[config.mk]
export PLATFORM = sky130hd
export DESIGN_NAME = program_counter
export DESIGN_NICKNAME = d
export VERILOG_FILES = /design/src/rtl/pc_pkg.sv /design/src/rtl/pc_align_check.sv /design/src/rtl/program_counter.sv
export SDC_FILE = /design/constraint.sdc
export NUM_CORES = 1
export LEC_CHECK = 0
export ABC_AREA = 1
export CAP_MARGIN = 20
export CORE_UTILIZATION = 41
export CTS_BUF_LIST = sky130_fd_sc_hd__clkbuf_4 sky130_fd_sc_hd__clkbuf_8
export DETAILED_ROUTE_END_ITERATION = 7
export PLACE_DENSITY = 0.83
export SLEW_MARGIN = 20
export SYNTH_ARGS = -nofsm -noshare
export SYNTH_HDL_FRONTEND = slang
export SYNTH_SLANG_ARGS = --single-unit
[constraint.sdc]
create_clock -name clock -period 1.85 [get_ports clock]
set_input_delay 0.555 -clock clock [delete_from_list [all_inputs] [get_ports clock]]
set_output_delay 0.555 -clock clock [all_outputs]
set_load 0.02 [all_outputs]
[src/rtl/pc_pkg.sv]
// Shared program-counter types and constants.
package pc_pkg;
  localparam int                  PC_WIDTH        = 32;
  localparam logic [PC_WIDTH-1:0] PC_RESET_VECTOR = 32'h0000_0000;
  localparam int                  INSTR_BYTES     = 4;

  typedef logic [PC_WIDTH-1:0] pc_t;
endpackage

[src/rtl/pc_align_check.sv]
// Word-alignment checker: clears the byte-offset bits and flags a nonzero offset.
module pc_align_check #(
  parameter int WIDTH = 32
) (
  input  logic [WIDTH-1:0] pc,
  output logic [WIDTH-1:0] aligned_pc,
  output logic             fault
);
  assign aligned_pc = {pc[WIDTH-1:2], 2'b00};
  assign fault      = |pc[1:0];
endmodule

[src/rtl/program_counter.sv]
// Architectural PC register with stall enable and sequential successor output.
// Optional word-alignment check is compiled in with PC_ALIGN_CHECK_EN.
module program_counter
  import pc_pkg::*;
#(
  parameter int               WIDTH        = PC_WIDTH,
  parameter logic [WIDTH-1:0] RESET_VECTOR = WIDTH'(PC_RESET_VECTOR)
) (
  input  logic             clock,
  input  logic             reset,
  input  logic [WIDTH-1:0] PC,
  input  logic             PC_Write,
  output logic [WIDTH-1:0] PC_Out,
  output logic [WIDTH-1:0] PC_Plus4
`ifdef PC_ALIGN_CHECK_EN
  ,
  output logic             misaligned
`endif
);
  logic [WIDTH-1:0] pc_d;

`ifdef PC_ALIGN_CHECK_EN
  logic fault_d;

  pc_align_check #(.WIDTH(WIDTH)) u_align (
    .pc         (PC),
    .aligned_pc (pc_d),
    .fault      (fault_d)
  );

  // Fault flag tracks the load it describes, so it shares the PC enable.
  always_ff @(posedge clock) begin
    if (reset)         misaligned <= 1'b0;
    else if (PC_Write) misaligned <= fault_d;
  end
`else
  assign pc_d = PC;
`endif

  always_ff @(posedge clock) begin
    if (reset)         PC_Out <= RESET_VECTOR;
    else if (PC_Write) PC_Out <= pc_d;
  end

  assign PC_Plus4 = PC_Out + WIDTH'(INSTR_BYTES);
endmodule

==> flow_summary.yaml <==
die:
  io_pins: 99
  die_x_um: 70.22
  die_y_um: 70.22
  num_rows: 24
  coreArea_um2: 4414
  die-area_um2: 4931
  initial_core_util: 0.4323
timing:
  worst_pin_slew_ns: 0.3114
  finalCritPeriodShare: 1.206
  fin_skew_ns: 0
  min_period_ns: 2.232
  setup_violations: 27
  relSlewSlack: 0.7911
  fmax_mhz: 448.1
  hold_slack_ns: 0.4920
  drv_slew: 0
  rsz0062_at_grt: "yes"
  hold_viol: 0
  fin_setup_tns_ns: -7.219
  fin_ws_ns: -0.3818
clock_tree:
  holdBufCountCts: 0
  cts_sinks: 32
  clockBufferDepth: 2
  h-tree-depth: 2
  clkLatencyLatePin_ns: 0.28
  cts-root-buf: "clkbuf_8"
  numCtsBuffers: 5
  cts.clk_slew.worst_paths_ns: 0.07
  cts_tree: "done"
grt:
  grt_overflow: 0
  grt_max_degree: 42
  grt_pass1_vias: 2463
  grt_first_pass_wirelength_mm: 11.25
  grt_usage: 0.2872
  antenna_found_initial: 0
drt:
  met1_length_mm: 3.081
  wl_met2_mm: 4.033
  drtPass1Iterations: 4
  ant_nets: 0
  dr_wl_met3_um: 603
  route.detailed.wl_per_inst_um: 15.84
  drtIter0Drc: 186
  via_count: 2659
  routed.top_layer: "met4"
  drc: 0
  vias_per_cell: 5.224
  wl_mm: 8.065
critical_path:
  cp_slowest_stage_delay_ns: 0.39
  critPathMostFrequentCell: "nand2_1"
  crit_required_ns: 1.29
  worst_setup_path_end_kind: "output pin"
  cp_slowest_cell: "dfxtp_4"
  worst-path-buf-inv: 2
  critPathMaxFanout: 4
  critPathLaunchType: "flop"
  worstPathCellList: "nand2_2 > nor2_2 > nand2_1 > nor2_4 > buf_6 > nand2_2 > nand2_1 > nand2_1 > buf_6"
  path_class: "flop to output pin"
  arrival_ns: 1.68
  cpLargestDelayFamily: "simple AND/OR/NAND/NOR gates"
pwr:
  p_seq_frac: 0.412
  ir_drop_v: 0.0004172
  p_per_area_nw_per_um2: 497.8
  swShare: 0.3196
  p_leak_nw: 1.827
  p_clk_frac: 0.277
  intPower_w: 0.001295
  fin_total_pwr_w: 0.001903
  comb_power_share: 0.310
  p_sw_w: 0.0006082
min_path:
  hold_path.class: "flop to flop"
logic_synthesis:
  synth_cell_types: 20
  syn_inst: 303
  netlist_area_um2: 1908
  ys_ff_latch: 32
  yosysWarnings: 0
  postSynthAreaPerCell_um2: 6.297
  syn-num-nets: 339
  ys_seq_area_frac: 0.3357
run:
  drv_cap: 0
finish:
  finish.instance_area_um2: 3822
  drive_gt1_frac: 0.4136
  layout_commonest_cell: "nand2_1"
  largestRegisters: "PC_Out (32)"
  n_antenna_cell: 0
  largest_reg_flops: 32
  layout.nets: 493
  largest-register: "PC_Out"
  mostFrequentLayoutCells: "nand2_1, buf_4, clkdlybuf4s50_1"
  syn_to_final_growth_pct: 100.3
placed_design:
  dpl.hpwl_mm: 4.905
  io_buffers: 98
  post_dp_cell_area_um2: 3442
  gp_congestion: 0.8737
  post-place-ws_ns: -0.5768
outcome:
  status: "finished with violations"
  violations: "negative setup slack"
## final timing paths
check / endpoint / start / slack, ns / cells after the start
setup reg to reg: PC_Out[5] / PC_Out[5] / 0.81 / 3
hold reg to reg: PC_Out[0] / PC_Out[0] / 0.49 / 2
hold / removal: PC_Out[0] / PC_Out[0] / 0.49 / 2
setup / recovery: PC_Plus4[31] / PC_Out[14] / -0.38 / 9
## per-stage QoR
step	std cells	utilization
finish	509	0.8659
global route	509	0.8659
CTS	505	0.8211
detailed placement	495	0.7798
global placement	495	0.7798
floorplan	303	-
## cell usage after synthesis
master,number,share of area
nand2_1,125,0.25
nor2_1,39,0.077
dfxtp_1,32,0.34
a21oi_1,23,0.060
inv_1,18,0.035
xor2_1,10,0.046
a211oi_1,9,0.035
clkbuf_1,9,0.018
nand3_1,8,0.021
nand3b_1,6,0.024
nor2_2,5,0.016
xnor2_1,5,0.023
nor2_4,4,0.024
and2_1,2,0.0066
buf_4,2,0.0079
nand2_2,2,0.0066
ha_1,1,0.0066
nand2_4,1,0.0059
nand4_1,1,0.0033
o21ai_0,1,0.0026
## power by group through the flow
stage                     logic (W)  registers [W]  clock network (W)
after floorplan            0.000177       0.000845                  0
after global placement     0.000578       0.000783                  0
after detailed placement   0.000587       0.000785                  0
after CTS                  0.000568       0.000778           0.000527
after global routing       0.000625       0.000788           0.000566
final                      0.000591       0.000784           0.000528
## area by class of cell
cell class | instances | area, µm²
Tap cell | 52 | 65.06
Sequential cell | 32 | 691.9
Inverter | 18 | 67.56
Clock inverter | 1 | 5.005
Clock buffer | 6 | 76.32
Fill cell | 226 | 591.8
Timing Repair Buffer | 158 | 1454
Multi-Input combinational cell | 242 | 1463
## logic make-up after synthesis
group / Yosys count / synth area share
xor+xnor: 15 / 0.06885
simple gates: 193 / 0.4295
compound gates: 33 / 0.09836
flops: 32 / 0.3357
buf+inv: 29 / 0.06098
fa+ha+maj: 1 / 0.006556
## tightest hold or removal path: stages, from the launching register on
cell and delay (ns):
dfxtp_1 0.33, nand2_1 0.07, a21oi_1 0.05
## timing repair
action	in CTS	in global routing
setup endpoints to repair	59	32
gates resized for setup	226	58
pin swaps	39	36
endpoints found under the hold margin	0	0
gates cloned	0	0
setup buffers	3	5
## routing by layer
metal | global-route usage | vias to the layer above
li1 | - | 1255
met1 | 0.3228 | 1216
met2 | 0.5238 | 147
met3 | 0.06782 | 41
met4 | 0.09778 | 0
met5 | 0 | -
Note: power is estimated with default switching activity, not from simulation.
==> RTL change 1 (config.mk and constraints unchanged) <==
Set the package constant `PC_WIDTH` to 64 (it was 32).
--- a/src/rtl/pc_pkg.sv
+++ b/src/rtl/pc_pkg.sv
@@ -1,6 +1,6 @@
 // Shared program-counter types and constants.
 package pc_pkg;
-  localparam int                  PC_WIDTH        = 32;
+  localparam int                  PC_WIDTH        = 64;
   localparam logic [PC_WIDTH-1:0] PC_RESET_VECTOR = 32'h0000_0000;
   localparam int                  INSTR_BYTES     = 4;
 
Interface: changed (resized PC, PC_Out and PC_Plus4); port bits go from 99 to 195. The function was not compared with the original's and may differ.
==> RTL change 1 against the original RTL <==
The run ends with DRC, setup timing left; die area rose by 110%; final area rose by 130%; hold slack better by 23 ps; wire length grew to 3.3 times the old value; sequential cell count rose by 32; power grew 120%; register-to-register slack got worse by 150 ps; largest cell class unchanged; critical endpoint is now PC_Plus4[46]; non-clock buffer count grew 208; area after synthesis grew 120%; worst setup slack worse by 520 ps.
==> RTL change 1: results (changes against the original RTL) <==
stage,metric,value,unit,change
pwr,p_leak,0.00405,uW,was 0.00183 uW
synth,ys_warn_count,0,,unchanged
global_routing,grt_max_degree,49,,was 42
clock_tree,clkTransAtPathRegs,90,ps,was 70 ps
synth,synthArstFlopShare,0,%,unchanged
run_status,violations,"DRC, setup timing",,was setup timing
finish,nets,1108,,was 493
finish,final_cells,1178,,was 509
placement,dp_slack,-724,ps,was -577 ps
clock_tree,cts-buffers-inserted,9,,was 5
synth,synth.area.mux_share,0,%,unchanged
finish,biggestRegsByFlops,PC_Out x64,,was PC_Out x32
synth,synth_common_cells,"nand2_1 (248), nor2_1 (136), dfxtp_1 (64)",,"was nand2_1 (125), nor2_1 (39), dfxtp_1 (32)"
synth,synth_area_leaders,"dfxtp_1 (31%), nand2_1 (22%), nor2_1 (12%)",,"was dfxtp_1 (34%), nand2_1 (25%), nor2_1 (7.7%)"
placement,hpwlAfterDp,15600,um,was 4900 um
routing,drt_pass1_iterations,8,,was 4
placement,dpl_cell_area,7670,sq um,was 3440 sq um
timing,setup_slack,-902,ps,was -382 ps
timing,relSlewSlack,75.5,%,was 79.1%
routing,postRouteWirelength,26800,um,was 8070 um
routing,first_iter_violations,741,,was 186
synth,synth_xor_area_share,6.71,%,was 6.89%
pwr,max-vdd-ir-drop,694,uV,was 417 uV
routing,via_per_inst,5.96,,was 5.22
timing,fin_skew,0,ps,unchanged
synth,yosysUniqueCellTypes,24,,was 20
finish,diodes,0,,unchanged
finish,num-fill-cells,470,,was 226
setup_path,cp.arrival,2200,ps,was 1680 ps
clock_tree,root_buffer,clkbuf_8,,unchanged
routing,drc,1,,was 0
placement,place_congestion,0.941,,was 0.874
pwr,p_int,2720,uW,was 1290 uW
global_routing,antenna_found_initial,0,,unchanged
clock_tree,insertion_delay,390,ps,was 280 ps
synth,synth-compound-area-share,11.6,%,was 9.84%
placement,portBuffers,194,,was 98
timing,setup_viol,62,,was 27
run_status,status,"finished, violations left",,unchanged
synth,yosys.area_share.adder,0.300,%,was 0.656%
synth,seq_area_frac_synth,30.7,%,was 33.6%
synth,synth_area_per_cell,6.09,sq um,was 6.30 sq um
global_routing,grt_pass1_vias,6441,,"was 2,463"
placement,placedCellCount,1141,,was 495
clock_tree,htreeDepth,3,,was 2
global_routing,track_usage,42.0,%,was 28.7%
finish,drive_gt1_share,49.9,%,was 41.4%
global_routing,grt_pass1_wl,32900,um,"was 11,300 um"
setup_path,crit_fanout,3,,was 4
timing,fin_tns_setup,-40740,ps,was -7220 ps
synth,synth.net_count,754,,was 339
## RTL change 1: worst paths after layout
path,from,to,slack [ps],cells after the start
worst max-delay path,PC_Out[11],PC_Plus4[46],-900,9
worst min-delay path,PC_Out[0],PC_Out[0],520,2
worst max register to register,PC_Out[10],PC_Out[10],660,4
worst min register to register,PC_Out[0],PC_Out[0],520,2
## RTL change 1: area by class of cell
cell class              count  area (sq um)  area share [%]
clock inverters             1          5.00          0.0569
flip-flops and latches     64          1360            15.5
multi-input cells         556          3650            41.5
repair buffers            366          3280            37.2
well taps                 133           166            1.89
clock buffers              15           175            1.99
inverters                  43           166            1.89
## RTL change 1: per-layer routing
| metal | global-route usage, % | wire [um] |
|---|---|---|
| met1 | 45.2 | 8640 |
| met2 | 74.2 | 12100 |
| met5 | 0 | 0 |
| met3 | 9.49 | 3260 |
| met4 | 27.2 | 2790 |
## RTL change 1: cell families after synthesis
logic type	count (synthesis)
AO/OA/AOI/OAI	81
XOR/XNOR	32
adder cells (fa/ha/maj)	1
buffers and inverters	66
flip-flops	64
AND/OR/NAND/NOR	442
## RTL change 1: critical path: stages (launching register included)
cell and delay [ps]:
dfxtp_2 380, nand2_1 140, nor2_2 290, buf_4 170, nand2_1 90, nor2_2 180
nand3_1 160, nand2_1 130, nand2_1 80, buf_4 170
## RTL change 1: timing repair
item / in CTS / in global routing
endpoints found under the setup margin: 128 / 64
pin swaps: 73 / 38
gates resized for setup: 549 / 121
buffers inserted: 9 / 13
gates cloned: 0 / 0
## RTL change 1: power by group through the flow
stage | sequential [uW] | clock [uW] | combinational, uW
CTS | 1560 | 1190 | 1270
global placement | 1580 | 0 | 1250
finish | 1580 | 1210 | 1380
detailed placement | 1590 | 0 | 1280
floorplan | 1710 | 0 | 393
global route | 1580 | 1250 | 1430
==> RTL change 2 (same settings) <==
Without the edit above. Register the output `PC_Out` once more, cleared by the reset; this adds one clock of latency there. The other outputs are not delayed to match.
--- a/src/rtl/program_counter.sv
+++ b/src/rtl/program_counter.sv
@@ -17,6 +17,8 @@
   output logic             misaligned
 `endif
 );
+
+  logic [WIDTH-1:0] PC_Out_s0;
   logic [WIDTH-1:0] pc_d;
 
 `ifdef PC_ALIGN_CHECK_EN
@@ -38,10 +40,18 @@
 `endif
 
   always_ff @(posedge clock) begin
-    if (reset)         PC_Out <= RESET_VECTOR;
-    else if (PC_Write) PC_Out <= pc_d;
+    if (reset)         PC_Out_s0 <= RESET_VECTOR;
+    else if (PC_Write) PC_Out_s0 <= pc_d;
   end
 
-  assign PC_Plus4 = PC_Out + WIDTH'(INSTR_BYTES);
+  assign PC_Plus4 = PC_Out_s0 + WIDTH'(INSTR_BYTES);
+  always_ff @(posedge clock) begin
+    if (reset) begin
+      PC_Out <= '0;
+    end else begin
+      PC_Out <= PC_Out_s0;
+    end
+  end
+
 endmodule
 
Formal check against the unedited RTL: not equivalent (Yosys sat finds a counterexample within 4 cycles, from zero or initial values and one cycle with reset high).
==> RTL change 2 against the original RTL <==
The flow still finishes with violations (setup timing); area after synthesis grew 48%; worst setup slack better by 21 ps; sequential power is 94% higher; sequential cell count increased by 32; wire length decreased by 2.1%; final area up 22%; first-iteration DRC count down 55%; cell count rose by 17%; count of clock-buffer cells in the layout grew 8; power is 88% higher; clock power increased to 2.7 times the old value; largest cell class unchanged; largest power group unchanged; highest routed layer unchanged.
==> RTL change 2: results (changes against the original RTL) <==
stage,metric,value,unit,change
pwr,powerSeq,1520,uW,was 784 uW
synth,yosys.area_share.adder,0.442,%,was 0.656%
timing,setup_slack,-361,ps,was -382 ps
global_routing,grt_max_degree,65,,was 42
timing,setup_viol,28,,was 27
routing,via_per_inst,4.70,,was 5.22
pwr,max-vdd-ir-drop,579,uV,was 417 uV
run_status,status,"finished, violations left",,unchanged
routing,first_iter_violations,83,,was 186
global_routing,grt_pass1_wl,12500,um,"was 11,300 um"
pwr,p_seq_share,42.5,%,was 41.2%
placement,placedCellCount,576,,was 495
setup_path,cp_slowest_cell,dfxtp_2,,was dfxtp_4
setup_path,cp-endpoint,PC_Plus4[15],,was PC_Plus4[31]
timing,relSlewSlack,81.6,%,was 79.1%
run_status,violations,setup timing,,unchanged
routing,vias,2801,,"was 2,659"
routing,postRouteWirelength,7900,um,was 8070 um
finish,drive_gt1_share,32.0,%,was 41.4%
clock_tree,cts-buffers-inserted,9,,was 5
synth,synth_area_per_cell,7.63,sq um,was 6.30 sq um
setup_path,reg2reg_depth,4,,was 3
placement,place_congestion,0.869,,was 0.874
finish,biggestRegsByFlops,"PC_Out x32, PC_Out_s0 x32",,was PC_Out x32
setup_path,crit_fanout,5,,was 4
==> RTL change 2: layout make-up <==
class / count / area [sq um] / area share [%]
multi-input cells: 251 / 1470 / 31.5
repair buffers: 147 / 1400 / 30.0
flip-flops and latches: 64 / 1310 / 28.1
clock buffers: 14 / 180 / 3.85
inverters: 41 / 154 / 3.29
well taps: 77 / 96.3 / 2.06
clock inverters: 2 / 60.1 / 1.28
==> RTL change 2: repair_timing <==
| item | in CTS | in global routing |
|---|---|---|
| pin swaps | 19 | 16 |
| setup endpoints to repair | 31 | 44 |
| endpoints found under the hold margin | 0 | 0 |
| hold buffers | 0 | 0 |
| gates resized for setup | 179 | 55 |
| setup buffers | 2 | 3 |
==> RTL change 2: per-layer routing <==
layer	vias up	track usage (%)	part of all wire (%)
met5	-	0	0
met4	0	7.86	1.4
met3	10	9.24	6.4
met2	84	37.8	51
met1	1267	25.0	41
li1	1440	-	-
==> RTL change 2: worst min-delay path, cell delays in order (launching register included) <==
cell     delay [ps]
dfxtp_1         310
inv_1            70
nor2_1           40
